File: src/rtl/ocl_tile_slave_if.sv
// OCL AXI-lite-style bus between the arbiter (master) and a tile slave.
interface ocl_tile_slave_if;
  logic        ocl_awvalid;
  logic        ocl_awready;
  logic [31:0] ocl_awaddr;
  logic        ocl_wvalid;
  logic        ocl_wready;
  logic [31:0] ocl_wdata;
  logic        ocl_bvalid;
  logic        ocl_bready;
  logic        ocl_arvalid;
  logic        ocl_arready;
  logic [31:0] ocl_araddr;
  logic        ocl_rvalid;
  logic        ocl_rready;
  logic [31:0] ocl_rdata;

  modport master (
    output ocl_awvalid, ocl_awaddr, ocl_wvalid, ocl_wdata, ocl_bready,
           ocl_arvalid, ocl_araddr, ocl_rready,
    input  ocl_awready, ocl_wready, ocl_bvalid, ocl_arready, ocl_rvalid, ocl_rdata
  );

  modport slave (
    input  ocl_awvalid, ocl_awaddr, ocl_wvalid, ocl_wdata, ocl_bready,
           ocl_arvalid, ocl_araddr, ocl_rready,
    output ocl_awready, ocl_wready, ocl_bvalid, ocl_arready, ocl_rvalid, ocl_rdata
  );
endinterface

File: src/rtl/ocl_tile_slave.sv
// Tile-side OCL slave: bridges one OCL transaction at a time onto the tile
// register strobe bus, with a read timeout that answers 32'hDEADBEEF.
module ocl_tile_slave #(
  parameter int N_COMP  = 16,
  parameter int TIMEOUT = 255
) (
  input  logic                   clk,
  input  logic                   rst,
  ocl_tile_slave_if.slave        ocl,
  output logic                   reg_wvalid,
  output logic [15:0]            reg_waddr,
  output logic [31:0]            reg_wdata,
  output logic                   reg_rvalid,
  output logic [15:0]            reg_raddr,
  input  logic                   reg_rdata_valid,
  input  logic [31:0]            reg_rdata,
  output logic [15:0]            timeout_count
);

  typedef enum logic [2:0] {
    IDLE, WAIT_W, DO_W, RESP_B, DO_R, WAIT_R, RESP_R
  } state_t;

  localparam logic [31:0] BAD_DATA = 32'hDEAD_BEEF;

  state_t      state, state_nxt;
  logic [15:0] addr_q;
  logic [31:0] wdata_q;
  logic [31:0] rdata_q;
  logic [15:0] cnt_q;
  logic [15:0] tcount_q;
  logic        comp_ok;
  logic        cnt_last;

  assign comp_ok  = 32'(addr_q[15:8]) < 32'(N_COMP);
  assign cnt_last = cnt_q == 16'(TIMEOUT - 1);

  always_ff @(posedge clk) begin
    if (rst) state <= IDLE;
    else     state <= state_nxt;
  end

  always_comb begin
    state_nxt = state;
    unique case (state)
      IDLE: begin
        if (ocl.ocl_awvalid)      state_nxt = WAIT_W;
        else if (ocl.ocl_arvalid) state_nxt = DO_R;
      end
      WAIT_W: if (ocl.ocl_wvalid) state_nxt = DO_W;
      DO_W:   state_nxt = RESP_B;
      RESP_B: if (ocl.ocl_bready) state_nxt = IDLE;
      DO_R:   state_nxt = comp_ok ? WAIT_R : RESP_R;
      WAIT_R: if (reg_rdata_valid || cnt_last) state_nxt = RESP_R;
      RESP_R: if (ocl.ocl_rready) state_nxt = IDLE;
      default: state_nxt = IDLE;
    endcase
  end

  always_ff @(posedge clk) begin
    if (rst) begin
      addr_q   <= '0;
      wdata_q  <= '0;
      rdata_q  <= '0;
      cnt_q    <= '0;
      tcount_q <= '0;
    end else begin
      unique case (state)
        IDLE: begin
          if (ocl.ocl_awvalid)      addr_q <= ocl.ocl_awaddr[15:0];
          else if (ocl.ocl_arvalid) addr_q <= ocl.ocl_araddr[15:0];
        end
        WAIT_W: if (ocl.ocl_wvalid) wdata_q <= ocl.ocl_wdata;
        DO_R: begin
          if (comp_ok) cnt_q   <= '0;
          else         rdata_q <= BAD_DATA;
        end
        WAIT_R: begin
          // returned data beats a timeout landing in the same cycle
          if (reg_rdata_valid) begin
            rdata_q <= reg_rdata;
          end else if (cnt_last) begin
            rdata_q <= BAD_DATA;
            if (tcount_q != '1) tcount_q <= tcount_q + 16'd1;
          end else begin
            cnt_q <= cnt_q + 16'd1;
          end
        end
        default: ;
      endcase
    end
  end

  // strobes are masked by rst so a reset landing in DO_W/DO_R issues nothing
  always_comb begin
    ocl.ocl_awready = state == IDLE;
    ocl.ocl_arready = (state == IDLE) && !ocl.ocl_awvalid;
    ocl.ocl_wready  = state == WAIT_W;
    ocl.ocl_bvalid  = state == RESP_B;
    ocl.ocl_rvalid  = state == RESP_R;
    ocl.ocl_rdata   = rdata_q;
    reg_wvalid      = (state == DO_W) && comp_ok && !rst;
    reg_rvalid      = (state == DO_R) && comp_ok && !rst;
    reg_waddr       = addr_q;
    reg_wdata       = wdata_q;
    reg_raddr       = addr_q;
    timeout_count   = tcount_q;
  end

endmodule

File: src/flat_wrapper.sv
// flat-port wrapper written by rule: the top's interface ports become plain ports
module ocl_tile_slave_flat 
#(
  parameter int N_COMP  = 16,
  parameter int TIMEOUT = 255
)
  (clk, rst, reg_wvalid, reg_waddr, reg_wdata, reg_rvalid, reg_raddr, reg_rdata_valid, reg_rdata, timeout_count, ocl_ocl_awvalid, ocl_ocl_awaddr, ocl_ocl_wvalid, ocl_ocl_wdata, ocl_ocl_bready, ocl_ocl_arvalid, ocl_ocl_araddr, ocl_ocl_rready, ocl_ocl_awready, ocl_ocl_wready, ocl_ocl_bvalid, ocl_ocl_arready, ocl_ocl_rvalid, ocl_ocl_rdata);
  ocl_tile_slave_if ocl_i ();
  input  logic clk;
  input  logic rst;
  output logic reg_wvalid;
  output logic [15:0] reg_waddr;
  output logic [31:0] reg_wdata;
  output logic reg_rvalid;
  output logic [15:0] reg_raddr;
  input  logic reg_rdata_valid;
  input  logic [31:0] reg_rdata;
  output logic [15:0] timeout_count;
  input wire logic [$bits(ocl_i.ocl_awvalid)-1:0] ocl_ocl_awvalid;
  input wire logic [$bits(ocl_i.ocl_awaddr)-1:0] ocl_ocl_awaddr;
  input wire logic [$bits(ocl_i.ocl_wvalid)-1:0] ocl_ocl_wvalid;
  input wire logic [$bits(ocl_i.ocl_wdata)-1:0] ocl_ocl_wdata;
  input wire logic [$bits(ocl_i.ocl_bready)-1:0] ocl_ocl_bready;
  input wire logic [$bits(ocl_i.ocl_arvalid)-1:0] ocl_ocl_arvalid;
  input wire logic [$bits(ocl_i.ocl_araddr)-1:0] ocl_ocl_araddr;
  input wire logic [$bits(ocl_i.ocl_rready)-1:0] ocl_ocl_rready;
  output wire logic [$bits(ocl_i.ocl_awready)-1:0] ocl_ocl_awready;
  output wire logic [$bits(ocl_i.ocl_wready)-1:0] ocl_ocl_wready;
  output wire logic [$bits(ocl_i.ocl_bvalid)-1:0] ocl_ocl_bvalid;
  output wire logic [$bits(ocl_i.ocl_arready)-1:0] ocl_ocl_arready;
  output wire logic [$bits(ocl_i.ocl_rvalid)-1:0] ocl_ocl_rvalid;
  output wire logic [$bits(ocl_i.ocl_rdata)-1:0] ocl_ocl_rdata;
  assign ocl_i.ocl_awvalid = ocl_ocl_awvalid;
  assign ocl_i.ocl_awaddr = ocl_ocl_awaddr;
  assign ocl_i.ocl_wvalid = ocl_ocl_wvalid;
  assign ocl_i.ocl_wdata = ocl_ocl_wdata;
  assign ocl_i.ocl_bready = ocl_ocl_bready;
  assign ocl_i.ocl_arvalid = ocl_ocl_arvalid;
  assign ocl_i.ocl_araddr = ocl_ocl_araddr;
  assign ocl_i.ocl_rready = ocl_ocl_rready;
  assign ocl_ocl_awready = ocl_i.ocl_awready;
  assign ocl_ocl_wready = ocl_i.ocl_wready;
  assign ocl_ocl_bvalid = ocl_i.ocl_bvalid;
  assign ocl_ocl_arready = ocl_i.ocl_arready;
  assign ocl_ocl_rvalid = ocl_i.ocl_rvalid;
  assign ocl_ocl_rdata = ocl_i.ocl_rdata;
  ocl_tile_slave #(.N_COMP(N_COMP), .TIMEOUT(TIMEOUT)) u_core (.clk(clk), .rst(rst), .ocl(ocl_i), .reg_wvalid(reg_wvalid), .reg_waddr(reg_waddr), .reg_wdata(reg_wdata), .reg_rvalid(reg_rvalid), .reg_raddr(reg_raddr), .reg_rdata_valid(reg_rdata_valid), .reg_rdata(reg_rdata), .timeout_count(timeout_count));
endmodule
File: config.mk
export PLATFORM = sky130hd
export DESIGN_NAME = ocl_tile_slave_flat
export DESIGN_NICKNAME = d
export VERILOG_FILES = /design/src/rtl/ocl_tile_slave_if.sv /design/src/rtl/ocl_tile_slave.sv /design/src/flat_wrapper.sv
export SDC_FILE = /design/constraint.sdc
export NUM_CORES = 1
export LEC_CHECK = 0
export CELL_PAD_IN_SITES_DETAIL_PLACEMENT = 1
export CELL_PAD_IN_SITES_GLOBAL_PLACEMENT = 1
export CORE_MARGIN = 3
export CORE_UTILIZATION = 29
export CTS_BUF_LIST = sky130_fd_sc_hd__clkbuf_2
export CTS_CLUSTER_SIZE = 20
export DETAILED_ROUTE_END_ITERATION = 6
export MAX_ROUTING_LAYER = met4
export PLACE_DENSITY = 0.79
export SYNTH_ARGS = -nofsm -noshare
export SYNTH_HDL_FRONTEND = slang
export SYNTH_SLANG_ARGS = --single-unit
File: constraint.sdc
create_clock -name clk -period 2.5 [get_ports clk]
set_input_delay 0.5 -clock clk [delete_from_list [all_inputs] [get_ports clk]]
set_output_delay 0.5 -clock clk [all_outputs]
set_load 0.01 [all_outputs]
Yosys cells after proc, flatten, opt, wreduce, memory -nomap -nowiden
Cells that the tools add are included.
Word-level totals
  register bits after elaboration: 115
  bits of input ports: 136
  output and inout bits: 119
  logic and storage cells: 63
Cells by class
  $add $sub $neg: 2
  order comparisons: 1
  eq/ne operators: 18
  multiplexer cells: 18
  bitwise gates (word level): 1
  reductions and logical operators: 17
Operators by type and width (number)
  2-to-1 mux 32 bit: 3
  2-to-1 mux 16 bit: 5
  case mux 32 bit (2 select lines): 1
  adder 16 x 1 -> 16 bit, second input constant: 2
  case mux 16 bit (2 select lines): 1
  case mux 3 bit (7 select lines): 1
  2-to-1 mux 3 bit: 6
  == test 16 x 8 -> 1 bit, second input constant: 1
  inequality test 16 bit, second input constant: 1
  inequality test 2 bit, second input constant: 6
  == test 3 bit, second input constant: 3
  < comparator 8 x 5 -> 1 bit, second input constant: 1
  AND reduction 4 bit: 2
  == test 3 x 2 -> 1 bit, second input constant: 2
  logical AND 1 bit: 5
  AND reduction 5 bit: 1
  inequality test 2 x 1 -> 1 bit, second input constant: 2
  AND reduction 2 bit: 2
  nonzero test 2 bit: 2
  == test 3 x 1 -> 1 bit, second input constant: 1
  logical NOT 3 bit: 1
  inequality test 3 x 2 -> 1 bit, second input constant: 1
  inequality test 3 bit, second input constant: 1
  AND reduction 3 bit: 1
  other kinds (4): 5

Longest topological paths before layout
Gate-level depths: netlist (run 1).
  word-level depth: 4
  mapped depth: 9
  depth with buffers taken out: 7

Worst setup path after synthesis (run 1)
No wires, ideal clock.
  path type: reg-to-output
  start point: reg u_core.addr_q[15] (netlist: u_core.reg_raddr[15])
  end point: out reg_rvalid
  arrival time: 1.698 ns
  data required time: 2.000 ns
  setup slack: 0.302 ns
  cell stages (with the launch flop): 6
  buffers on the path: 2
  cell sequence: dfxtp_1 or4_4 or3_1 buf_6 buf_6 nor2_1
Between the ends
  word-level cells in the longest chain between the ends: 3
RTL lines
  start, declared: line ocl_tile_slave.sv:27  | logic [15:0] addr_q;
  start signal, assigned: line ocl_tile_slave.sv:70  | if (ocl.ocl_awvalid) addr_q <= ocl.ocl_awaddr[15:0];
  start signal, assigned: line ocl_tile_slave.sv:71  | else if (ocl.ocl_arvalid) addr_q <= ocl.ocl_araddr[15:0];
  < comparator 8 x 5 -> 1 bit: line ocl_tile_slave.sv:35  | assign comp_ok = 32'(addr_q[15:8]) < 32'(N_COMP);
  logical AND 1 bit (2 in series): line ocl_tile_slave.sv:103  | reg_rvalid = (state == DO_R) && comp_ok && !rst;
  end, declared: line flat_wrapper.sv:14  | output logic reg_rvalid;
No other way between the ends.

Final worst setup path (run 1)
  start point: reg u_core.addr_q[14] (netlist: u_core.reg_raddr[14])
  end point: out reg_rvalid
Same word-level chain as after synthesis.

==> flow_metrics.env, run 1 <==
export IMPL_cts_hold_buffers=0
export IMPL_irDropWorstVdd_mv=0.4169
export IMPL_grt_max_degree=68
export IMPL_cts_tree="yes"
export IMPL_cap_violations=0
export IMPL_final_common_cell="clkdlybuf4s50_1"
export IMPL_dpl_instance_area_um2=7473
export IMPL_finalCritPeriodShare=1.055
export IMPL_fin_cells=1038
export IMPL_cts_max_level=4
export IMPL_critPathSlowestCell="or4_4"
export IMPL_dr_pass1_iters=4
export IMPL_clk_pin_slew_ps=190
export IMPL_endpoint_kind="output port"
export IMPL_critPathLaunchType="register"
export IMPL_whs_path_depth=3
export IMPL_nets=943
export IMPL_hp_class="primary input to register"
export IMPL_ys_seq_area_frac=0.4566
export IMPL_maxSlewViolCount=0
export IMPL_grt_pass1_wl_um=27220
export IMPL_failed_checks="setup timing"
export IMPL_routed_wl_um=17680
export IMPL_ys_types=55
export IMPL_dpl_hpwl_um=13460
export IMPL_cts_root_buffer="clkbuf_2"
export IMPL_worst_pin_slew_ps=653.9
export IMPL_maxSlewHeadroom=0.5528
export IMPL_finalSetupViolCount=2
export IMPL_synth_simple_area_share=0.2658
export IMPL_syn_num_nets=729
export IMPL_synthTopCellsByArea="dfxtp_1 46%, nor2_1 7.7%, nand2_1 5.4%, a21oi_1 4.1%, mux2i_1 3.8%"
export IMPL_critPathMaxStageDelay_ps=540
export IMPL_synth_xor_area_frac=0.02953
export IMPL_die_area_um2=19010
export IMPL_critical_path_max_fanout=3
export IMPL_clock_fmax_mhz=379.1
export IMPL_start_util=0.2998
export IMPL_dpl_cell_count=1004
export IMPL_cts_buffers=17
export IMPL_ys_warn_count=0
export IMPL_syn_instance_count=590
export IMPL_rows=47
export IMPL_crit_arrival_ps=2140
export IMPL_required_ps=2000
export IMPL_ys_ff_latch=115
export IMPL_ios=255
export IMPL_fp_dieH_um=137.9
export IMPL_yosysTopAreaCell="dfxtp_1"
export IMPL_muxShareOfSynthArea=0.05112
export IMPL_synth_top_area_share=0.4566
export IMPL_hold_slack_ps=353.6
export IMPL_stdcell_area_um2=7755
export IMPL_grt_pass1_vias=5358
export IMPL_synth_edf_count=0
export IMPL_core_region_area_um2=16820
export IMPL_status="complete, but fails checks"
export IMPL_crit_buf_inv=1
export IMPL_layout_common_cells="214 x clkdlybuf4s50_1, 111 x dfxtp_1, 102 x nor2_1, 72 x nand2_1, 41 x a21oi_1"
export IMPL_wl_per_cell_um=17.03
export IMPL_die_width_um=137.9
export IMPL_clkSinkCount=115
export IMPL_cpLargestDelayFamily="simple AND/OR/NAND/NOR gates"
export IMPL_num_vias=5034
export IMPL_multi_input_area_um2=2441
export IMPL_synth_compound_area_frac=0.1263
export IMPL_synth_adder_area_share=0.007444
export IMPL_synth_top_family_by_area="simple AND/OR/NAND/NOR gates"
export IMPL_antenna_found_initial=1
export IMPL_drt_iter0_markers=179
export IMPL_synth_ff_type="dfxtp_1"
export IMPL_gp_congestion=0.8268
export IMPL_clockBufferDepth=2
export IMPL_register_area_um2=2310
export IMPL_avgSynthCellArea_um2=8.546
export IMPL_final_antenna_net_count=0
export IMPL_routed_via_density=4.850
export IMPL_area_growth_pct=53.80
export IMPL_power_density_nw_per_um2=623.1
export IMPL_overflow=0
export IMPL_period_needed_ps=2638
export IMPL_drive_gt1_frac=0.1273
export IMPL_hold_viol_final=0
export IMPL_io_buffer_count=222
export IMPL_syn_area_um2=5042
export IMPL_grt_use_total=0.1884
export IMPL_pre_cts_slack_ps=45.77
export IMPL_skew_ps=25.90
export IMPL_n_fill_cell=1982
export IMPL_postLayoutSetupSlackWorst_ps=-137.8
export IMPL_path_depth=4
export IMPL_clock_latency_ps=660
export IMPL_drc=0
export IMPL_p_leak_nw=2.809
export IMPL_reg2reg_depth=7
export IMPL_grt_setup_unrepaired="true"
export IMPL_cp_cell_sequence="or4_4, or3_4, nor2_2, buf_2"
export IMPL_async_flop_share=0
export IMPL_worst_setup_path_type="register to output port"
-- cells in the mapped netlist (all sizes together), types with 2 or more instances --
| cell | n |
|---|---|
| a31o | 4 |
| nor4bb | 2 |
| a21oi | 41 |
| nor4b | 2 |
| and4 | 5 |
| clkbuf | 31 |
| nor3b | 3 |
| nor4 | 3 |
| and2 | 2 |
| a22oi | 9 |
| and3 | 8 |
| inv | 6 |
| dfxtp | 115 |
| a211oi | 24 |
| nand2b | 5 |
| nor3 | 28 |
| xnor2 | 16 |
| or3 | 2 |
| nor2b | 9 |
| nand4 | 8 |
| nand2 | 72 |
| mux2 | 6 |
| a2111oi | 5 |
| nand3 | 12 |
| o21ai | 3 |
| mux2i | 19 |
| nor2 | 106 |
| ha | 3 |
| buf | 26 |
| and3b | 2 |
-- report_power, final --
| part | switching [mW] | leakage, nW | internal (mW) |
|---|---|---|---|
| clock network | 0.726 | 0.159 | 0.656 |
| registers | 0.102 | 0.936 | 1.99 |
| logic | 0.624 | 1.71 | 0.731 |
-- area by class of cell --
class,instances,share of cell area
diodes,1,0.0003227
flip-flops and latches,115,0.2978
clock inverters,12,0.02097
repair buffers,252,0.3148
clock buffers,20,0.01291
well taps,220,0.03550
multi-input cells,412,0.3148
inverters,6,0.002904
-- repair_timing --
action | in CTS | in global routing
endpoints found under the hold margin | 0 | 0
pin swaps | 3 | 0
setup endpoints to repair | 7 | 6
buffers inserted | 1 | 0
resized for setup | 21 | 5
-- cells by family (layout without fill, tap and decap cells) --
family	count (synthesis)	count (layout)
xor+xnor	17	17
mux	25	25
fa+ha+maj	3	3
flops	115	115
other cells	0	1
buf+inv	63	290
compound gates	91	91
simple gates	276	276
-- per-stage QoR --
step,util,power [mW],setup TNS [ps]
global route,0.4611,5.110,-561.9
detailed placement,0.4444,3.495,0
floorplan,-,2.758,0
global placement,0.4444,3.439,0
CTS,0.4605,4.902,-575.9
finish,0.4611,4.832,-209.2
-- per-layer routing --
layer  track usage  part of all wire  up-vias
met3       0.07402             0.068       23
met2        0.3265              0.52      135
met4       0.05708             0.022        0
li1              -                 -     2445
met5             -                 0        -
met1        0.1986              0.39     2431
-- final timing paths --
kind | start | to | slack (ps)
max | u_core.reg_raddr[14] | reg_rvalid | -140
min | ocl_ocl_wdata[1] | u_core.reg_wdata[1] | 350
max reg2reg | u_core.cnt_q[0] | u_core.ocl.ocl_rdata[20] | 220
min reg2reg | u_core.reg_wdata[13] | u_core.reg_wdata[13] | 470
-- state kept, by name (all words and copies together) (netlist names) --
| signal | count |
|---|---|
| u_core.ocl.ocl_rdata | 32 |
| u_core.reg_wdata | 32 |
| u_core.cnt_q | 16 |
| u_core.reg_raddr | 16 |
| u_core.timeout_count | 16 |
| u_core.state | 3 |
-- worst register-to-register path: cells and delay by family, from the launching register on --
family	cells	cell delay, ps
AND/OR/NAND/NOR	3	970
AO/OA/AOI/OAI	2	550
flip-flops	1	380
adder cells (fa/ha/maj)	1	160
buffers and inverters	1	100
(Power assumes the default switching activity.)
==> run 2: changes to the inputs <==
--- a/config.mk
+++ b/config.mk
@@ -13,7 +13,7 @@
 export CTS_CLUSTER_SIZE = 20
 export DETAILED_ROUTE_END_ITERATION = 6
 export MAX_ROUTING_LAYER = met4
-export PLACE_DENSITY = 0.79
+export PLACE_DENSITY = 0.82
 export SYNTH_ARGS = -nofsm -noshare
 export SYNTH_HDL_FRONTEND = slang
 export SYNTH_SLANG_ARGS = --single-unit
==> run 2 against run 1 <==
The run still ends with setup timing left. Maximum frequency decreased by 1.4%. Via count is 1.4% lower. First-iteration DRC count shrank 36%. Hold slack worse by 17 ps. Worst setup slack got worse by 37 ps. Register-to-register slack gained 30 ps. Combinational power barely moved. Largest power group unchanged.
==> flow_metrics.env, run 2 (synthesized netlist as in run 1, its figures left out) <==
export IMPL_status="complete, but fails checks"
export IMPL_failed_checks="setup timing"
export IMPL_power_density_nw_per_um2=624.0
export IMPL_die_width_um=137.9
export IMPL_required_ps=2000
export IMPL_tns_ps=-292.5
export IMPL_n_fill_cell=2001
export IMPL_core_region_area_um2=16820
export IMPL_cts_max_level=4
export IMPL_overflow=0
export IMPL_hp_class="primary input to register"
export IMPL_layout_common_cells="214 x clkdlybuf4s50_1, 110 x dfxtp_1, 102 x nor2_1, 72 x nand2_1, 41 x a21oi_1"
export IMPL_finalPower_mw=4.874
export IMPL_cts_hold_buffers=0
export IMPL_antenna_found_initial=1
export IMPL_clockBufferDepth=2
export IMPL_final_antenna_net_count=0
export IMPL_worst_setup_path_type="register to output port"
export IMPL_routed_wl_um=16920
export IMPL_p_leak_nw=2.800
export IMPL_finalSetupViolCount=2
export IMPL_cts_buffers=17
export IMPL_critPathLaunchType="register"
export IMPL_grt_use_total=0.1834
export IMPL_p_int_mw=3.396
export IMPL_cap_violations=0
export IMPL_pre_cts_slack_ps=-115.9
export IMPL_dpl_hpwl_um=12740
export IMPL_crit_arrival_ps=2180
export IMPL_stdcell_area_um2=7811
export IMPL_drt_iter0_markers=114
export IMPL_cts_setup_buffers=0
export IMPL_dpl_instance_area_um2=7506
export IMPL_skew_ps=25.21
export IMPL_gp_congestion=0.7894
export IMPL_regToRegSetupSlack_ps=250
export IMPL_postLayoutSetupSlackWorst_ps=-175.1
export IMPL_rows=47
export IMPL_maxSlewHeadroom=0.4731
export IMPL_period_needed_ps=2675
export IMPL_grt_max_degree=77
export IMPL_post_route_util=0.4644
export IMPL_finalCritPeriodShare=1.070
export IMPL_clkSinkCount=115
export IMPL_register_area_um2=2313
export IMPL_combPwrFrac=0.278
export IMPL_clock_latency_ps=680
export IMPL_drc=0
export IMPL_ios=255
export IMPL_multi_input_area_um2=2454
export IMPL_grt_pass1_vias=5152
export IMPL_die_area_um2=19010
export IMPL_pwr_share_clk=0.291
export IMPL_clk_pin_slew_ps=180
export IMPL_irDropWorstVdd_mv=0.4055
export IMPL_fp_dieH_um=137.9
export IMPL_grt_setup_unrepaired="true"
export IMPL_reg2reg_depth=7
export IMPL_routed_via_density=4.781
export IMPL_grt_pass1_wl_um=26410
export IMPL_critical_path_max_fanout=4
export IMPL_maxSlewViolCount=0
export IMPL_worst_pin_slew_ps=790.4
export IMPL_switching_share=0.3033
export IMPL_cts_root_buffer="clkbuf_2"
export IMPL_drive_gt1_frac=0.1297
export IMPL_cts_tree="yes"
export IMPL_nets=943
export IMPL_dr_pass1_iters=4
export IMPL_endpoint_kind="output port"
export IMPL_clock_fmax_mhz=373.8
export IMPL_hold_viol_final=0
export IMPL_area_growth_pct=54.91
export IMPL_num_vias=4963
export IMPL_final_common_cell="clkdlybuf4s50_1"
export IMPL_seq_power_share=0.431
export IMPL_whs_path_depth=3
export IMPL_start_util=0.2998
export IMPL_wl_per_cell_um=16.30
export IMPL_io_buffer_count=222
export IMPL_p_switching_mw=1.478
==> run 2: cell count changes in the layout (fill, tap and decap cells not counted), moves of 2 or more <==
cell        delta
clkinv_2       -2
clkinvlp_4     +2
inv_6          +2
buf_12         +2
buf_4          -2
clkbuf_2       -2
==> run 2: what timing repair did <==
action | CTS | global route
pin swaps | 1 | 0
setup endpoints to repair | 7 | 5
resized for setup | 26 | 6
==> run 2: per-layer routing <==
layer	vias up	GRT usage	routed length [µm]	part of all wire
met5	-	-	0	0
met4	0	0.06641	378	0.022
met3	22	0.06096	1129	0.067
met2	143	0.3067	8548	0.51
met1	2349	0.2050	6862	0.41
li1	2449	-	-	-
==> run 2: area by class of cell <==
cell class / count / share of cell area
sequential: 115 / 0.2962
inverter: 6 / 0.002883
tap: 220 / 0.03524
multi-input combinational: 412 / 0.3141
clock inverter: 14 / 0.02371
antenna: 1 / 0.0003204
clock buffer: 18 / 0.01153
timing repair buffer: 252 / 0.3160
==> run 2: stage by stage <==
step / cells / hold slack [ps]
detailed placement: 1005 / 449.2
global route: 1038 / 240.7
finish: 1038 / 336.3
floorplan: 590 / 479.9
global placement: 1005 / 441.1
CTS: 1037 / 227.9
==> run 2: path summary, 6_finish.rpt <==
check	from	end
worst max register to register	u_core.cnt_q[1]	u_core.timeout_count[9]
worst max-delay path	u_core.reg_raddr[15]	reg_rvalid
worst min register to register	u_core.reg_wdata[4]	u_core.reg_wdata[4]
worst min-delay path	ocl_ocl_wdata[31]	u_core.reg_wdata[31]
==> run 2: worst max-delay path: stages, from the launching register on <==
cell,delay (ps)
dfxtp_2,350
or4_4,550
or3_4,400
nor2_4,90
buf_6,110
==> run 2: power by group through the flow <==
stage | Clock (mW) | Sequential [mW] | Combinational, mW
6_report | 1.42 | 2.10 | 1.35
5_1_grt | 1.56 | 2.12 | 1.47
4_1_cts | 1.49 | 2.10 | 1.38
3_5_place_dp | 0 | 2.14 | 1.37
3_3_place_gp | 0 | 2.12 | 1.34
2_1_floorplan | 0 | 2.19 | 0.568
==> run 3: changes to the inputs <==
==> constraint.sdc (replaced) <==
create_clock -name clk -period 3 [get_ports clk]
set_input_delay 0.6 -clock clk [delete_from_list [all_inputs] [get_ports clk]]
set_output_delay 0.6 -clock clk [all_outputs]
set_load 0.01 [all_outputs]
==> run 3 against run 2 <==
The run now ends clean. First-iteration DRC count rose by 90%. Final area fell by 1.8%. Largest cell class is now multi-input gates. Hold slack improved by 96 ps. Flip-flop and latch count did not move. Die area did not move. Global-route usage fell by 0.89 points. Register-to-register slack improved by 400 ps. Worst setup slack improved by 300 ps. Largest power group unchanged.
==> flow_metrics.env, run 3 (synthesized netlist as in run 1, its figures left out) <==
export IMPL_dpl_cell_count=991
export IMPL_use_met2=0.2869
export IMPL_layout_common_cells="219 x clkdlybuf4s50_1, 113 x dfxtp_1, 102 x nor2_1, 72 x nand2_1, 41 x a21oi_1"
export IMPL_seq_power_share=0.435
export IMPL_post_route_util=0.4563
export IMPL_wl_per_cell_um=16.01
export IMPL_crit_path_start="u_core.reg_raddr[12]"
export IMPL_critical_path_max_fanout=4
export IMPL_drc=0
export IMPL_gp_congestion=0.7538
export IMPL_skew_ps=27.55
export IMPL_register_area_um2=2305
export IMPL_p_leak_nw=2.726
export IMPL_min_from="ocl_ocl_wdata[18]"
export IMPL_clkSinkCount=115
export IMPL_dpl_hpwl_um=12240
export IMPL_clock_fmax_mhz=348.3
export IMPL_grtUsageMet1=0.2027
export IMPL_cts_hold_buffers=0
export IMPL_fp_dieH_um=137.9
export IMPL_grt_setup_unrepaired="true"
export IMPL_clock_latency_ps=680
export IMPL_p_switching_mw=1.222
export IMPL_num_vias=4897
export IMPL_nets=931
export IMPL_maxSlewHeadroom=0.4571
export IMPL_timing_rr_start="u_core.cnt_q[1]"
export IMPL_start_util=0.2998
export IMPL_grt_pass1_vias=4978
export IMPL_overflow=0
export IMPL_status="complete, no violations"
export IMPL_crit_arrival_ps=2270
export IMPL_drive_gt1_frac=0.1118
export IMPL_final_common_cell="clkdlybuf4s50_1"
export IMPL_clk_pin_slew_ps=190
export IMPL_cts_buffers=17
export IMPL_grt_pass1_wl_um=25100
export IMPL_routed_via_density=4.773
export IMPL_cts_tree="yes"
export IMPL_n_fill_cell=1986
export IMPL_core_region_area_um2=16820
export IMPL_cap_violations=0
export IMPL_die_width_um=137.9
export IMPL_routed_wl_um=16420
export IMPL_die_area_um2=19010
export IMPL_irDropWorstVdd_mv=0.2622
export IMPL_rows=47
export IMPL_worst_setup_path_type="register to output port"
export IMPL_area_growth_pct=52.18
export IMPL_ios=255
export IMPL_power_density_nw_per_um2=524.3
export IMPL_grt_max_degree=77
export IMPL_worst_pin_slew_ps=814.3
export IMPL_antenna_found_initial=1
export IMPL_multi_input_area_um2=2447
export IMPL_io_buffer_count=222
export IMPL_hold_viol_final=0
export IMPL_maxSlewViolCount=0
export IMPL_drt_iter0_markers=217
export IMPL_clockBufferDepth=2
export IMPL_combPwrFrac=0.271
export IMPL_finalSetupViolCount=0
export IMPL_dpl_instance_area_um2=7363
export IMPL_met3_usage=0.05697
export IMPL_critPathLaunchType="register"
export IMPL_period_needed_ps=2871
export IMPL_grt_use_total=0.1745
export IMPL_tns_ps=0
export IMPL_cts_root_buffer="clkbuf_2"
export IMPL_fin_cells=1026
export IMPL_switching_share=0.3038
export IMPL_p_int_mw=2.801
export IMPL_dr_pass1_iters=4
export IMPL_stdcell_area_um2=7674
export IMPL_top_usage_layer="met2"
export IMPL_endpoint_kind="output port"
export IMPL_cts_max_level=4
export IMPL_hp_class="primary input to register"
export IMPL_finalCritPeriodShare=0.9570
export IMPL_required_ps=2400
export IMPL_pwr_share_clk=0.294
export IMPL_final_antenna_net_count=0
## run 3: critical path, stage by stage, from the launching register on
cell	delay, ps
dfxtp_2	360
or4_4	580
or3_4	390
nor2_1	110
buf_2	160
## run 3: layout make-up
class | instances | share of cell area
Clock buffer | 18 | 0.01174
Timing Repair Buffer | 240 | 0.3056
Inverter | 6 | 0.002935
Tap cell | 220 | 0.03587
Sequential cell | 115 | 0.3003
Antenna cell | 1 | 0.0003261
Clock inverter | 14 | 0.02429
Multi-Input combinational cell | 412 | 0.3189
## run 3: final timing paths
check                            endpoint  slack [ps]  cells after the start
setup / recovery               reg_rvalid         130                      4
hold / removal       u_core.reg_wdata[18]         430                      3
setup reg to reg  u_core.ocl.ocl_rdata[4]         650                      6
hold reg to reg      u_core.reg_wdata[26]         470                      2
## run 3: through the flow
| stage | hold WS (ps) | power, mW | setup slack (ps) |
|---|---|---|---|
| floorplan | 479.9 | 2.298 | 701.7 |
| global placement | 440.6 | 2.833 | 310.8 |
| detailed placement | 448.1 | 2.861 | 212.0 |
| CTS | 344.2 | 4.081 | 39.62 |
| global route | 338.9 | 4.257 | -10.03 |
| finish | 432.2 | 4.023 | 129.1 |
## run 3: power groups by stage
stage                     clock (mW)  sequential [mW]  combinational, mW
final                           1.18             1.75               1.09
after global routing            1.30             1.77               1.18
after CTS                       1.23             1.75               1.10
after detailed placement           0             1.79               1.08
after global placement             0             1.78               1.06
after floorplan                    0             1.83              0.473
## run 3: what timing repair did
action,4_1_cts,5_1_grt
resized for setup,13,3
endpoints found under the setup margin,2,3
pin swaps,0,1
setup buffers,2,0
## run 3: per-layer routing
metal | up-vias | wire length, µm
met3 | 22 | 1084
met1 | 2315 | 6948
li1 | 2420 | -
met4 | 0 | 244
met2 | 140 | 8145
met5 | - | 0
